## src/rtl/tpu_arb_pkg.sv

```systemverilog
// Shared constants, state type and helpers for the tpu_arb bus arbiter.
// Address legality is only consulted when TPU_ARB_ADDR_CHECK_EN is defined.
package tpu_arb_pkg;

  localparam int unsigned A_BASE     = 32'h0100;
  localparam int unsigned A_LAST     = 32'h0138;
  localparam int unsigned B_BASE     = 32'h0200;
  localparam int unsigned B_LAST     = 32'h0238;
  localparam int unsigned C_BASE     = 32'h0300;
  localparam int unsigned C_LAST     = 32'h0378;
  localparam int unsigned START_ADDR = 32'h0400;

  typedef enum logic {
    ARB_IDLE = 1'b0,
    ARB_BUSY = 1'b1
  } arb_state_t;

  function automatic int lock_cycles(input int dim);
    return 3 * dim;
  endfunction

  // Word-aligned A/B/C memory addresses plus the start register.
  function automatic logic addr_legal(input logic [31:0] a);
    logic in_mem;
    in_mem = (a >= A_BASE && a <= A_LAST) ||
             (a >= B_BASE && a <= B_LAST) ||
             (a >= C_BASE && a <= C_LAST);
    return (in_mem && (a[2:0] == 3'b000)) || (a == START_ADDR);
  endfunction

endpackage

```

## src/rtl/tpu_arb_rr_arb2.sv

```systemverilog
// Two-way round-robin grant. prio_reg=0 favours requester 0; the pointer
// moves away from the winner only when upd is asserted.
module rr_arb2 (
  input  logic       clk,
  input  logic       rst,
  input  logic [1:0] req,
  input  logic       en,
  input  logic       upd,
  output logic [1:0] gnt
);

  logic prio_reg;

  always_comb begin
    gnt = 2'b00;
    if (en) begin
      case (req)
        2'b01:   gnt = 2'b01;
        2'b10:   gnt = 2'b10;
        2'b11:   gnt = prio_reg ? 2'b10 : 2'b01;
        default: gnt = 2'b00;
      endcase
    end
  end

  always_ff @(posedge clk) begin
    if (rst) begin
      prio_reg <= 1'b0;
    end else if (upd) begin
      prio_reg <= gnt[0];
    end
  end

endmodule

```

## src/rtl/tpu_arb.sv

```systemverilog
// Host/DMA arbiter in front of the tpuv1 port with compute lockout after a start write.
// Optional address filtering is enabled with `define TPU_ARB_ADDR_CHECK_EN.
module tpu_arb
  import tpu_arb_pkg::*;
#(
  parameter int ADDRW = 16,
  parameter int DATAW = 64,
  parameter int DIM   = 8
) (
  input  logic             clk,
  input  logic             rst,
  input  logic [1:0]       req,
  input  logic [1:0]       rw,
  input  logic [ADDRW-1:0] addr0,
  input  logic [ADDRW-1:0] addr1,
  input  logic [DATAW-1:0] wdata0,
  input  logic [DATAW-1:0] wdata1,
  output logic [1:0]       gnt,
  output logic [1:0]       rvalid,
  output logic [DATAW-1:0] rdata,
  output logic [1:0]       err,
  output logic             busy,
  output logic             tpu_r_w,
  output logic [ADDRW-1:0] tpu_addr,
  output logic [DATAW-1:0] tpu_din,
  input  logic [DATAW-1:0] tpu_dout
);

  localparam int CNTW = $clog2(3 * DIM) + 1;
  localparam logic [CNTW-1:0] LOCK_LOAD = CNTW'(lock_cycles(DIM));

  arb_state_t       state_reg, state_next;
  logic [CNTW-1:0]  cnt_reg;
  logic             arb_en;
  logic             win;
  logic             sel_rw;
  logic [ADDRW-1:0] sel_addr;
  logic [DATAW-1:0] sel_wdata;
  logic             legal;
  logic             issue;
  logic             start;
  logic             tpu_r_w_reg;
  logic [ADDRW-1:0] tpu_addr_reg;
  logic [DATAW-1:0] tpu_din_reg;
  logic [DATAW-1:0] rdata_reg;
  logic [1:0]       rd_pend;

  rr_arb2 u_rr (
    .clk (clk),
    .rst (rst),
    .req (req),
    .en  (arb_en),
    .upd (|gnt),
    .gnt (gnt)
  );

  assign win       = gnt[1];
  assign sel_rw    = rw[win];
  assign sel_addr  = win ? addr1 : addr0;
  assign sel_wdata = win ? wdata1 : wdata0;

`ifdef TPU_ARB_ADDR_CHECK_EN
  assign legal = addr_legal(32'(sel_addr));
`else
  assign legal = 1'b1;
`endif

  // A rejected access is still accepted on gnt but never reaches the bus.
  assign issue = (|gnt) && legal;
  assign start = issue && sel_rw && (sel_addr == ADDRW'(START_ADDR));

  always_ff @(posedge clk) begin
    if (rst) begin
      state_reg <= ARB_IDLE;
    end else begin
      state_reg <= state_next;
    end
  end

  always_comb begin
    state_next = state_reg;
    case (state_reg)
      ARB_IDLE: if (start) state_next = ARB_BUSY;
      ARB_BUSY: if (cnt_reg == CNTW'(1)) state_next = ARB_IDLE;
      default:  state_next = ARB_IDLE;
    endcase
  end

  always_comb begin
    busy   = 1'b0;
    arb_en = 1'b0;
    case (state_reg)
      ARB_IDLE: arb_en = ~rst;
      ARB_BUSY: busy   = 1'b1;
      default:  arb_en = 1'b0;
    endcase
  end

  always_ff @(posedge clk) begin
    if (rst) begin
      cnt_reg <= '0;
    end else if (start) begin
      cnt_reg <= LOCK_LOAD;
    end else if (state_reg == ARB_BUSY) begin
      cnt_reg <= cnt_reg - CNTW'(1);
    end
  end

  always_ff @(posedge clk) begin
    if (rst) begin
      tpu_r_w_reg  <= 1'b0;
      tpu_addr_reg <= '0;
      tpu_din_reg  <= '0;
    end else begin
      tpu_r_w_reg  <= issue && sel_rw;
      tpu_addr_reg <= issue ? sel_addr : '0;
      tpu_din_reg  <= issue ? sel_wdata : '0;
    end
  end

  assign tpu_r_w  = tpu_r_w_reg;
  assign tpu_addr = tpu_addr_reg;
  assign tpu_din  = tpu_din_reg;

  // tpu_dout follows tpu_addr combinationally, so it is captured one cycle after issue.
  always_ff @(posedge clk) begin
    if (rst) begin
      rdata_reg <= '0;
    end else if (|rd_pend) begin
      rdata_reg <= tpu_dout;
    end
  end

  assign rdata = rdata_reg;

  generate
    for (genvar gi = 0; gi < 2; gi++) begin : g_req
      logic rd_pend_reg;
      logic rvalid_reg;
      logic err_reg;

      always_ff @(posedge clk) begin
        if (rst) begin
          rd_pend_reg <= 1'b0;
          rvalid_reg  <= 1'b0;
          err_reg     <= 1'b0;
        end else begin
          rd_pend_reg <= gnt[gi] && legal && !rw[gi];
          rvalid_reg  <= rd_pend_reg;
          err_reg     <= gnt[gi] && !legal;
        end
      end

      assign rd_pend[gi] = rd_pend_reg;
      assign rvalid[gi]  = rvalid_reg;
      assign err[gi]     = err_reg;
    end
  endgenerate

endmodule

```

## config.mk

```make
export PLATFORM = sky130hd
export DESIGN_NAME = tpu_arb
export DESIGN_NICKNAME = d
export VERILOG_FILES = /design/src/rtl/tpu_arb_pkg.sv /design/src/rtl/tpu_arb_rr_arb2.sv /design/src/rtl/tpu_arb.sv
export SDC_FILE = /design/constraint.sdc
export NUM_CORES = 1
export LEC_CHECK = 0
export CORE_MARGIN = 3
export CORE_UTILIZATION = 25
export DETAILED_ROUTE_END_ITERATION = 12
export GPL_TIMING_DRIVEN = 0
export SYNTH_ARGS = -nofsm -noshare
export SYNTH_HDL_FRONTEND = slang
export SYNTH_SLANG_ARGS = --single-unit
```

## constraint.sdc

```tcl
create_clock -name clk -period 2.5 [get_ports clk]
set_input_delay 0.375 -clock clk [delete_from_list [all_inputs] [get_ports clk]]
set_output_delay 0.375 -clock clk [all_outputs]
set_load 0.01 [all_outputs]
```

==> impl_metrics.yaml <==
global_route:
  overflow: 0
  grt_pass1_wl_mm: 33.99
  grt.busiest_layer: "met2"
  first_global_vias: 6096
  grt_util_all_layers_pct: 18.28
  use_met2_pct: 33.01
  met3_usage_pct: 9.513
  grt_max_degree: 18
  antenna_found_initial: 0
  met1_usage_pct: 18.79
die:
  die_w_um: 155.0
  start_util_pct: 25.92
  rows: 53
  core_area_um2: 21420
  num_io_pins: 382
  die_h_um: 155.0
  die-area_um2: 24040
synthesis:
  synth_top_family_by_area: "simple AND/OR/NAND/NOR gates"
  synth.area.mux_share_pct: 0
  ys_seq_elements: 157
  ys_types: 32
  syn_inst: 704
  syn_avg_cell_area_um2: 7.888
  synth-xor-area-share_pct: 0.7886
  ys_async_sr_fraction_pct: 0
  netlist_area_um2: 5553
  synth_adder_area_share_pct: 0.4507
  yosys_warnings: 0
  ys_seq_area_share_pct: 56.60
  synth-main-ff-cell: "dfxtp_1"
  synth_edf_count: 0
  synth-simple-area-share_pct: 23.46
  synth_compound_area_share_pct: 14.44
worst_setup_path:
  crit_path_max_incr_delay_ns: 0.52
  cp.arrival_ns: 1.97
  cp_top_family: "buffers and inverters"
  cp-end-kind: "primary output"
  crit_chain: "clkdlybuf4s50_1, nor3b_4, nand2_1, inv_2, buf_6, buf_4, dlygate4sd2_1"
  crit_required_ns: 2.12
  reg2reg_from: "state_reg"
  crit_type: "input pin to primary output"
  endpoint: "gnt[1]"
  crit_start: "req[1]"
  cp-start-kind: "input pin"
  r2r-end: "tpu_addr[10]"
  r2r_cells: 6
  cpMaxStageDelayCell: "clkdlybuf4s50_1"
  path_buf_inv: 5
  cp_num_cells: 7
  crit_fanout: 10
  r2r_setup_slack_ns: 0.47
clock_network:
  ctsHtreeMaxLevel: 4
  path_clk_slew_ns: 0.07
  numCtsBuffers: 17
  cts_tree: "built"
  cts_sinks: 157
  post-cts-setup-buffers: 0
  clk_path_buf_depth: 2
  clk_latency_ns: 0.42
  cts_root_buf: "clkbuf_16"
timing:
  layout_setup_ws_ns: 0.1501
  worst_slew_pin_slew_ns: 1.069
  max-slew-margin-rel_pct: 28.23
  grt_setup_unrepaired: "no"
  slew_viol_final: 0
  period_share_pct: 94.00
  min_period_ns: 2.350
  fmax_ghz: 0.4255
  setup_viol: 0
  hold_violations: 0
  finalClockSkew_ns: 0.01599
route:
  via_count: 6087
  via_per_inst: 4.376
  drtIter0Drc: 168
  dr.pass1.iters: 4
  totalWireLength_mm: 22.99
  postRouteAntennaNets: 0
  detail_route.wl_per_cell_um: 16.53
  drc: 0
cells_and_area:
  nFillCells: 2111
  postLayoutCoreUtil_pct: 48.07
  antenna_cells: 0
  fin_nets: 1335
  sequential_cell_area_um2: 3143
  multi_input_area_um2: 2192
  area_growth_pct: 85.42
  drive_above_1_share_pct: 4.659
  final_cells: 1391
place:
  hpwl_mm: 18.23
  dp_cells: 1359
  place.gp.congestion: 0.7987
  dp_slack_ns: -0.4702
  port_buffers: 379
power_and_ir_drop:
  clockPowerShare_pct: 40.5
  combinationalPowerShare_pct: 17.0
  p_switching_w: 0.001696
  leakage_nw: 3.901
  p_per_area_nw_per_um2: 614.7
  pwr-share-seq_pct: 42.4
  swShare_pct: 26.80
  peakVddDrop_mv: 0.3832
  internal-power_w: 0.004633
min_path:
  hold_class: "register to register"
run_status:
  status: "finished, final reports clean"
job:
  cap_violations: 0
## worst register-to-register path, stage by stage, from the launching register on
cell      delay [ns]
dfxtp_1         0.43
nor3b_4         0.07
nand2_1         0.13
clkbuf_1        0.45
clkbuf_1        0.53
nand2_1         0.13
a21oi_1         0.20
## cell type report
type,count,area share (%)
tap,275,3.342
buffer,52,2.236
inverter,3,0.1094
clock inverter,14,1.410
clock buffer,18,4.265
multi-input combinational,493,21.29
sequential,157,30.53
timing repair buffer,379,36.82
## layer usage
layer	wire length [um]	part of all wire, %
met2	11490	50
met4	272	1.2
met3	2686	12
met5	0	0
met1	8546	37
## cells in the final DEF, fill, tap and decap left out, types with 2 or more instances in the layout
cell	count
nor2_1	11
dlygate4sd2_1	2
xnor2_1	2
nor2b_1	3
inv_8	4
nor4b_1	2
nand4_1	3
clkinvlp_4	2
buf_4	5
clkbuf_1	35
xor2_1	3
nor4_1	2
dfxtp_1	157
inv_1	2
buf_1	4
inv_6	5
clkbuf_16	17
ha_1	2
nor3_1	5
nand2_1	294
a21oi_1	147
buf_2	7
clkinv_8	2
nand3_1	2
nand2b_1	2
conb_1	2
clkdlybuf4s50_1	377
o21bai_1	2
## through the flow
stage               area [um2]  total power (W)  TNS, ns  hold slack [ns]
floorplan                 5557         0.003072        0           0.4466
finish                   10300         0.006329        0           0.4515
detailed placement        9694         0.003830   -3.035           0.4435
global placement          9694         0.003825   -2.239           0.4374
global route             10300         0.006590        0           0.4616
CTS                      10300         0.006410        0           0.4542
## cells by family (layout without fill, tap and decap cells)
kind of cell	Yosys count	count (layout)
adder cells (fa/ha/maj)	2	2
buffers and inverters	55	466
AO/OA/AOI/OAI	155	155
other	1	2
flip-flops	157	157
XOR/XNOR	5	5
AND/OR/NAND/NOR	329	329
## Yosys cell counts (all sizes together), types with 2 or more instances
cell | instances | area, um2
nand2 | 294 | 1104
dfxtp | 157 | 3143
a21oi | 147 | 735.7
clkbuf | 35 | 131.4
buf | 17 | 90.08
nor2 | 11 | 41.29
nor3 | 6 | 35.03
inv | 3 | 11.26
nand4 | 3 | 18.77
nor2b | 3 | 18.77
xor2 | 3 | 26.28
ha | 2 | 25.02
nand2b | 2 | 12.51
nand3 | 2 | 10.01
nor4 | 2 | 12.51
nor4b | 2 | 17.52
o21bai | 2 | 15.01
or4 | 2 | 18.77
xnor2 | 2 | 17.52
## power by group through the flow
| stage | registers [W] | clock network [W] | logic [W] |
|---|---|---|---|
| 5_1_grt | 0.00270 | 0.00272 | 0.00117 |
| 3_3_place_gp | 0.00274 | 0 | 0.00109 |
| 4_1_cts | 0.00269 | 0.00263 | 0.00109 |
| 2_1_floorplan | 0.00281 | 0 | 0.000266 |
| 6_report | 0.00269 | 0.00256 | 0.00108 |
| 3_5_place_dp | 0.00274 | 0 | 0.00109 |
## repair_timing
| action | in CTS | in global routing |
|---|---|---|
| gates resized for setup | 7 | 1 |
| endpoints found under the setup margin | 1 | 1 |
| hold buffers | 0 | 0 |
## how the worst min path moves through the flow
stage / slack, ns / end / depth (start not counted) / start
after floorplan: 0.45 / g_req[0].rd_pend_reg / 1 / rw[0]
after global placement: 0.44 / rdata[18] / 2 / rdata[18]
after detailed placement: 0.44 / rdata[62] / 2 / rdata[62]
after CTS: 0.45 / rdata[62] / 2 / rdata[62]
after global routing: 0.46 / rdata[19] / 2 / rdata[19]
final: 0.45 / rdata[16] / 2 / rdata[16]
(Power assumes the default switching activity.)
